**config.mk**
```make
export PLATFORM = sky130hd
export DESIGN_NAME = arc4_sched
export DESIGN_NICKNAME = d
export VERILOG_FILES = /design/src/rtl/arc4_sched.sv
export SDC_FILE = /design/constraint.sdc
export NUM_CORES = 1
export LEC_CHECK = 0
export ABC_AREA = 1
export CORE_MARGIN = 2
export CORE_UTILIZATION = 31
export DETAILED_ROUTE_END_ITERATION = 7
export GPL_TIMING_DRIVEN = 0
export MAX_ROUTING_LAYER = met4
export PLACE_DENSITY = 0.95
export SLEW_MARGIN = 10
export SYNTH_ARGS = -nofsm -noshare
export SYNTH_HDL_FRONTEND = slang
export SYNTH_SLANG_ARGS = --single-unit
```
**constraint.sdc**
```tcl
create_clock -name clk -period 2.23 [get_ports clk]
set_input_delay 0.446 -clock clk [delete_from_list [all_inputs] [get_ports clk]]
set_output_delay 0.446 -clock clk [all_outputs]
set_load 0.03 [all_outputs]
```
**src/rtl/arc4_sched.sv**
```systemverilog
`timescale 1ns/1ps
// ARC4 phase scheduler: runs the init, KSA and PRGA engines in order and muxes S-memory to the active one.
// Optional watchdog (per-phase cycle limit, sticky err) is enabled by defining ARC4_SCHED_WDOG_EN.
module arc4_sched #(
    parameter logic [15:0] WDOG_LIMIT = 16'd2048
) (
    input  logic       clk,
    input  logic       rst,
    input  logic       en,
    output logic       rdy,
    output logic       done,
    output logic       err,
    output logic [1:0] phase,
    output logic       init_en,
    output logic       ksa_en,
    output logic       prga_en,
    input  logic       init_rdy,
    input  logic       ksa_rdy,
    input  logic       prga_rdy,
    input  logic [7:0] init_addr,
    input  logic [7:0] ksa_addr,
    input  logic [7:0] prga_addr,
    input  logic [7:0] init_wrdata,
    input  logic [7:0] ksa_wrdata,
    input  logic [7:0] prga_wrdata,
    input  logic       init_wren,
    input  logic       ksa_wren,
    input  logic       prga_wren,
    output logic [7:0] s_addr,
    output logic [7:0] s_wrdata,
    output logic       s_wren
);

    typedef enum logic [2:0] {
        IDLE,
        START_INIT,
        WAIT_INIT,
        START_KSA,
        WAIT_KSA,
        START_PRGA,
        WAIT_PRGA
    } state_t;

    state_t state_q, state_d;
    logic   busy_q, busy_d;
    logic   timeout;
    logic   fin;

    // busy_q records that the engine has dropped rdy since its start pulse;
    // only a later rdy=1 counts as completion.
    always_comb begin
        state_d = state_q;
        busy_d  = 1'b0;
        init_en = 1'b0;
        ksa_en  = 1'b0;
        prga_en = 1'b0;
        fin     = 1'b0;
        case (state_q)
            IDLE: if (en) state_d = START_INIT;
            START_INIT: if (init_rdy) begin
                init_en = 1'b1;
                state_d = WAIT_INIT;
            end
            WAIT_INIT: if (busy_q && init_rdy) state_d = START_KSA;
                       else busy_d = busy_q | ~init_rdy;
            START_KSA: if (ksa_rdy) begin
                ksa_en  = 1'b1;
                state_d = WAIT_KSA;
            end
            WAIT_KSA: if (busy_q && ksa_rdy) state_d = START_PRGA;
                      else busy_d = busy_q | ~ksa_rdy;
            START_PRGA: if (prga_rdy) begin
                prga_en = 1'b1;
                state_d = WAIT_PRGA;
            end
            WAIT_PRGA: if (busy_q && prga_rdy) begin
                state_d = IDLE;
                fin     = 1'b1;
            end else begin
                busy_d = busy_q | ~prga_rdy;
            end
            default: state_d = IDLE;
        endcase
        if (timeout || rst) begin
            state_d = IDLE;
            busy_d  = 1'b0;
            init_en = 1'b0;
            ksa_en  = 1'b0;
            prga_en = 1'b0;
            fin     = 1'b0;
        end
    end

    always_ff @(posedge clk) begin
        if (rst) begin
            state_q <= IDLE;
            busy_q  <= 1'b0;
        end else begin
            state_q <= state_d;
            busy_q  <= busy_d;
        end
    end

`ifdef ARC4_SCHED_WDOG_EN
    logic [15:0] wdog_q, wdog_d;
    logic        err_q, err_d;

    // The counter restarts on every START entry, so each phase gets its own budget.
    always_comb begin
        timeout = (state_q != IDLE) && ((wdog_q + 16'd1) == WDOG_LIMIT);
        if ((state_d != state_q) && (state_d inside {START_INIT, START_KSA, START_PRGA}))
            wdog_d = 16'd0;
        else if (state_q != IDLE)
            wdog_d = wdog_q + 16'd1;
        else
            wdog_d = 16'd0;
        err_d = err_q;
        if ((state_q == IDLE) && en) err_d = 1'b0;
        if (timeout) err_d = 1'b1;
    end

    always_ff @(posedge clk) begin
        if (rst) begin
            wdog_q <= 16'd0;
            err_q  <= 1'b0;
        end else begin
            wdog_q <= wdog_d;
            err_q  <= err_d;
        end
    end

    assign err = err_q;
`else
    assign timeout = 1'b0;
    assign err     = 1'b0;
`endif

    assign done = fin;

    always_comb begin
        rdy      = (state_q == IDLE);
        phase    = 2'd0;
        s_addr   = 8'd0;
        s_wrdata = 8'd0;
        s_wren   = 1'b0;
        case (state_q)
            START_INIT, WAIT_INIT: phase = 2'd1;
            START_KSA,  WAIT_KSA:  phase = 2'd2;
            START_PRGA, WAIT_PRGA: phase = 2'd3;
            default:               phase = 2'd0;
        endcase
        // Only the phase owner reaches S-memory; everything else is dropped.
        case (phase)
            2'd1: begin
                s_addr = init_addr; s_wrdata = init_wrdata; s_wren = init_wren;
            end
            2'd2: begin
                s_addr = ksa_addr; s_wrdata = ksa_wrdata; s_wren = ksa_wren;
            end
            2'd3: begin
                s_addr = prga_addr; s_wrdata = prga_wrdata; s_wren = prga_wren;
            end
            default: begin
                s_addr = 8'd0; s_wrdata = 8'd0; s_wren = 1'b0;
            end
        endcase
    end

endmodule

```
; After elaboration in Yosys (flattened, before gate mapping)
; Index checks and enable logic that the tools add are counted.
[totals]
output_inout_bits = 25
word_cells = 60
regBits = 4
[op_classes]
muxes = 28
eq_ne = 16
bitwise_logic = 6
reduce_logical = 8
[op_table]
columns = op, count
row1 = 8-bit case mux with 3 select lines, 2
row2 = 3-bit 2-to-1 mux, 7
row3 = 3-bit case mux with 7 select lines, 1
row4 = 1-bit 2-to-1 mux, 15
row5 = "2-bit inequality test, second input constant", 7
row6 = "3-bit == test, second input constant", 3
row7 = 7-bit AND reduction, 1
row8 = "3-bit by 2-bit == test with 1-bit output, second input constant", 2
row9 = 1-bit case mux with 3 select lines, 2
row10 = 2-bit case mux with 3 select lines, 1
row11 = 2-bit OR reduction, 3
row12 = "2-bit == test, second input constant", 2
row13 = "3-bit by 1-bit == test with 1-bit output, second input constant", 1
row14 = 1-bit logical AND, 3
row15 = 3-bit logical NOT, 1
row16 = 1-bit NOT, 3
row17 = 1-bit OR, 3
row18 = "2-bit by 1-bit == test with 1-bit output, second input constant", 1

; Logic depth before layout (Yosys ltp)
; Gate-level depths: netlist of run 1.
[depth]
depth_word = 5
mapped_depth = 9
mapped_depth_nobuf = 8

; Worst setup path after synthesis of run 1
; Ideal clock, no wire load.
[synth_path]
kind = register -> output
startpoint = register state_q[2]
endpoint = output port done
t_arrival_ns = 1.332
path_stages_with_launch = 6
t_required_ns = 1.784
setup_slack_ns = 0.452
n_path_buf = 1
cell_sequence = dfxtp_1 > buf_4 > nand2_2 > nor2_4 > inv_2 > nor3_1
[synth_via]
elab_chain_len = 3
[synth_rtl]
columns = element, line
row1 = start: declaration, 44  ; state_t state_q, state_d;
row2 = start signal: assignment, 99  ; state_q <= state_d;
row3 = 3-bit == test, 58  ; case (state_q)
row4 = 1-bit 2-to-1 mux, 58
row5 = 1-bit 2-to-1 mux, 84  ; if (timeout || rst) begin
row6 = end: declaration, 11  ; output logic done,
; No other way between the ends.

; Final worst setup path of run 1
[layout_path]
startpoint = register state_q[0]
endpoint = output port s_addr[2]
[layout_via]
elab_chain_len = 5
[layout_rtl]
columns = element, line
row1 = 3-bit == test (tied with other cells), 146  ; case (state_q)
row2 = 2-bit OR reduction, 146
row3 = 2-bit case mux with 3 select lines (*), 146
row4 = 2-bit == test / 2-bit by 1-bit == test with 1-bit output (equally long branches), 153  ; case (phase)
row5 = 8-bit case mux with 3 select lines (*), 153
row6 = end: declaration, 29  ; output logic [7:0] s_addr,
; Every way passes the cells marked *; elsewhere a longest branch is shown, timed or not.

==> results.toml, run 1 <==
[status]
status = "finished clean"

[power]
p_leak_nw = 0.755
ir_drop_v = 0.000728
power_mw = 1.65
p_per_area_nw_per_um2 = 1040

[global_route]
grt_pass1_vias = 977
grt_max_degree = 11
grt_pass1_wl_mm = 4.24
track_usage_pct = 19.4
grt_overflow = 0
antenna_found_initial = 0

[synth]
synth_area_leaders = "nand2_1 30%, nand3_1 16%, dfxtp_1 10%, nor2_4 5.7%, buf_6 4.3%"
ys.warnings.count = 0
syn_nets = 199
syn-cell-area_um2 = 785
syn_inst = 142
synth_top_cell_area_share_pct = 30.1
seq_area_frac_synth_pct = 10.2
synth_top_area_cell = "nand2_1"
synth_seq_cells = 4
synth_area_per_cell_um2 = 5.52
synth_cell_types = 21

[critical_path]
worstSetupPathType = "flip-flop to primary output"
critPathLaunchType = "flip-flop"
required_ps = 1780
end_kind = "primary output"
arrival_ps = 1660
critPathMaxFanout = 10

[layout]
area_growth_pct = 101
nNetsFinal = 284
layout_commonest_cell = "nand2_1"
fillers = 239
final_area_um2 = 1580
post_route_cells_drive_above_1_share_pct = 17.3
diodes = 0
final_cell_mix = "63 x nand2_1, 57 x clkdlybuf4s50_1, 25 x nand3_1"

[clocking]
numCtsBuffers = 3
worstSkewPairLatency_ps = 230
cts_setup_buffers = 0
postCtsHoldBufs = 0
cts_tree = "built"
cts_buffer_depth = 2
clk_pin_slew_ps = 40
htreeDepth = 1
cts-root-buf = "clkbuf_4"
numClockSinks = 4

[die]
initial_utilization_pct = 32.3
die_width_um = 54.3
die_height_um = 54.3
fp-row-count = 18
io_pins = 82
core_area_um2 = 2430
die_area_um2 = 2950

[timing]
period_share_pct = 94.5
finalSetupViolCount = 0
post-route-min-period_ps = 2110
drv_slew = 0
hold_violations = 0
rsz0062_at_grt = "no"
fmax_mhz = 475
fin_skew_ps = 3.36

[hold_path]
hold_class = "flip-flop to flip-flop"

[placed_design]
post_dp_cell_area_um2 = 1620
port_buffers = 80
routabilityCongestion = 0.834
dp_hpwl_mm = 2.35

[routing]
drt_first_pass_iters = 4
drt_iter0_drc = 32
postRouteAntennaNets = 0
route.detailed.drc = 0
wl_per_cell_um = 11.2
avgViaCountPerCell = 4.64
vias = 1183
totalWireLength_mm = 2.86

[run]
maxCapViolations = 0
==> flip-flops by register name, summed over array words and instances (netlist names) <==
| signal | flops |
|---|---|
| busy_q | 1 |
| state_q | 3 |
==> worst paths after layout <==
path / slack [ps] / start / endpoint / cells past startpoint
max: 120 / state_q[0] / s_addr[2] / 6
min: 590 / state_q[1] / state_q[1] / 3
max reg2reg: 1020 / state_q[0] / state_q[2] / 7
min reg2reg: 590 / state_q[1] / state_q[1] / 3
==> report_power, final <==
group	switching [mW]	internal, mW	leakage (nW)
combinational	0.930	0.519	0.709
sequential	0.0165	0.0937	0.0327
clock	0.0271	0.0600	0.0138
==> worst max-delay path, cell delays in order, from the launching register on <==
cell	delay [ps]
dfxtp_1	390
buf_6	190
nand3_2	150
nand2_4	150
nand2_1	60
nand3_1	80
dlygate4sd2_1	400
==> cell type report <==
class	instances	area (um2)	share of cell area (%)
buffer	7	63.8	4.04
multi-input combinational	122	602	38.1
sequential	4	80.1	5.07
timing repair buffer	80	734	46.5
tap	30	37.5	2.38
inverter	9	38.8	2.46
clock buffer	3	22.5	1.43
==> through the flow <==
stage / hold slack (ps) / std cells / util (%) / TNS (ps) / setup slack (ps)
floorplan: 515 / 142 / - / 0 / 452
global placement: 588 / 252 / 66.7 / -735 / -153
global route: 627 / 255 / 64.9 / 0 / 20.6
CTS: 602 / 255 / 67.4 / 0 / 1.54
detailed placement: 598 / 252 / 66.7 / -1190 / -159
finish: 594 / 255 / 64.9 / 0 / 123
==> logic make-up (layout without fill, tap and decap cells) <==
logic type             after synthesis  in the layout  synth area share [%]
AO/OA/AOI/OAI                        6              6                  3.99
buffers and inverters               16             99                  13.1
flip-flops                           4              4                  10.2
other                                1              1                 0.478
AND/OR/NAND/NOR                    115            115                  72.2
==> what timing repair did <==
item	CTS	global route
resized for setup	42	19
setup endpoints to repair	23	10
pin swaps	0	0
==> Yosys cell counts, drive strengths merged <==
| master | n |
|---|---|
| nand2 | 71 |
| nand3 | 28 |
| nor2 | 10 |
| inv | 9 |
| buf | 7 |
| dfxtp | 4 |
| nor3 | 4 |
| a21oi | 3 |
| nand4 | 2 |
| o21ai | 2 |
| conb | 1 |
| o22ai | 1 |
==> per-layer routing <==
metal	track usage, %	share of wire, %
met5	-	0
met3	2.73	7.7
met4	4.58	0.56
met1	22.1	41
met2	35.3	51
Power figures use the tool's default switching activity.
==> run 2: changes to the inputs <==
- CTS_CLUSTER_DIAMETER: unset -> 50
==> results of run 2 <==
Final layout, timing and power as in run 1 (identical DEF).
==> run 3: changes to the inputs <==
- CAP_MARGIN: unset -> 30
- MAX_ROUTING_LAYER: met4 -> unset
==> run 3 against run 2 <==
- via count shrank 0.17%
- routed wire length is 0.24% higher
- fmax is essentially flat
- sequential power is essentially flat
- final area unchanged
- non-clock buffer count is the same
- highest routed layer unchanged
==> results.toml, run 3 (synthesis gave the netlist of run 1 again) <==
[status]
status = "finished clean"

[routing]
drt_iter0_drc = 32
postRouteAntennaNets = 0
totalWireLength_mm = 2.87
route.detailed.drc = 0
avgViaCountPerCell = 4.63
wl_per_cell_um = 11.2
drt_first_pass_iters = 4
vias = 1181

[critical_path]
crit_slowest_cell = "dlygate4sd2_1"
slowest_delay_ps = 400
critPathMaxFanout = 10
worstSetupPathType = "flip-flop to primary output"
arrival_ps = 1660
r2r_end = "state_q[2]"
end_kind = "primary output"
critical-path-top-delay-family = "buffers and inverters"
r2r-start = "state_q[0]"
critPathBufInv = 2
worst_r2r_path_depth = 7
startpoint = "state_q[0]"
required_ps = 1780
worst-r2r-setup-slack_ps = 1020
path_cells = "buf_6 > nand3_2 > nand2_4 > nand2_1 > nand3_1 > dlygate4sd2_1"
critPathLaunchType = "flip-flop"

[die]
die_height_um = 54.3
die_area_um2 = 2950
fp-row-count = 18
core_area_um2 = 2430
initial_utilization_pct = 32.3
io_pins = 82
die_width_um = 54.3

[power]
pwr-share-comb_pct = 88.0
p_int_mw = 0.672
p_clk_share_pct = 5.3
p_per_area_nw_per_um2 = 1040
p_seq_share_pct = 6.7
p_leak_nw = 0.755
swShare_pct = 59.1
ir_drop_v = 0.000727
p_sw_mw = 0.972

[clocking]
numClockSinks = 4
numCtsBuffers = 3
htreeDepth = 1
worstSkewPairLatency_ps = 230
cts-root-buf = "clkbuf_4"
clk_pin_slew_ps = 40
postCtsHoldBufs = 0
cts_setup_buffers = 0
cts_tree = "built"
cts_buffer_depth = 2
post_cts_resized = 42

[hold_path]
holdPathEnd = "state_q[1]"
hp-start = "state_q[1]"
hold_class = "flip-flop to flip-flop"
min_path_cells = 3

[layout]
largest_register_ffs = 3
largest_registers = "state_q: 3 flops, busy_q: 1 flops"
diodes = 0
layout_commonest_cell = "nand2_1"
final_cell_mix = "63 x nand2_1, 57 x clkdlybuf4s50_1, 25 x nand3_1"
fillers = 239
area_growth_pct = 101
final_cells = 255
post_route_cells_drive_above_1_share_pct = 17.3
nNetsFinal = 284
final_area_um2 = 1580
regMostFlops = "state_q"

[timing]
rsz0062_at_grt = "no"
hold_violations = 0
finalSetupViolCount = 0
fmax_mhz = 475
post-route-min-period_ps = 2110
hold_ws_ps = 594
drv_slew = 0
fin_skew_ps = 3.26
fin_ws_ps = 123
period_share_pct = 94.5

[placed_design]
post_dp_cell_area_um2 = 1620
port_buffers = 80
dp_hpwl_mm = 2.35
placed_cells = 252
routabilityCongestion = 0.822
pre_cts_slack_ps = -159

[global_route]
grt_overflow = 0
grt_max_degree = 11
antenna_found_initial = 0
track_usage_pct = 18.9
grt_pass1_vias = 979
grt_pass1_wl_mm = 4.26

[run]
maxCapViolations = 0
run 3: cell counts in the layout (fill, tap and decap cells not counted):
Identical to the previous run, type by type.
run 3: routing by layer:
layer  up-vias  routed length, um  GRT usage, %  share of wire, %
met2        45               1470          35.3                51
met3         2                208          2.73               7.3
met5         -                  0             0                 0
met1       513               1180          22.2                41
li1        621                  -             -                 -
met4         0                 16          4.58              0.56
run 3: area by class of cell:
type,count,area (um2),area share [%]
Buffer,7,63.8,4.04
Clock buffer,3,22.5,1.43
Timing Repair Buffer,80,734,46.5
Inverter,9,38.8,2.46
Tap cell,30,37.5,2.38
Multi-Input combinational cell,122,602,38.1
Sequential cell,4,80.1,5.07
run 3: worst max-delay path by stage:
stage | cells past startpoint | slack (ps) | to
2_1_floorplan | 5 | 450 | done
3_3_place_gp | 3 | -150 | prga_en
3_5_place_dp | 4 | -160 | done
4_1_cts | 9 | 2 | s_wrdata[3]
5_1_grt | 7 | 20 | s_addr[2]
6_report | 6 | 120 | s_addr[2]
run 3: power groups by stage:
stage	sequential (mW)	clock [mW]	combinational, mW
CTS	0.110	0.0913	1.53
floorplan	0.107	0	1.02
global route	0.111	0.0979	1.57
global placement	0.110	0	1.61
finish	0.110	0.0870	1.45
detailed placement	0.111	0	1.62
run 3: worst reg2reg max path: stages (launching register included):
cell and delay, ps:
dfxtp_1 390, buf_6 190, nor2_4 60, nand2_2 60, nand2_2 60, nor2_4 130, nand3_1 90, a21oi_1 150
run 3: stage by stage:
step	setup TNS, ps	total power, mW	util (%)
floorplan	0	1.13	-
global placement	-735	1.72	66.7
detailed placement	-1190	1.73	66.7
CTS	0	1.73	67.4
global route	0	1.77	64.9
finish	0	1.64	64.9
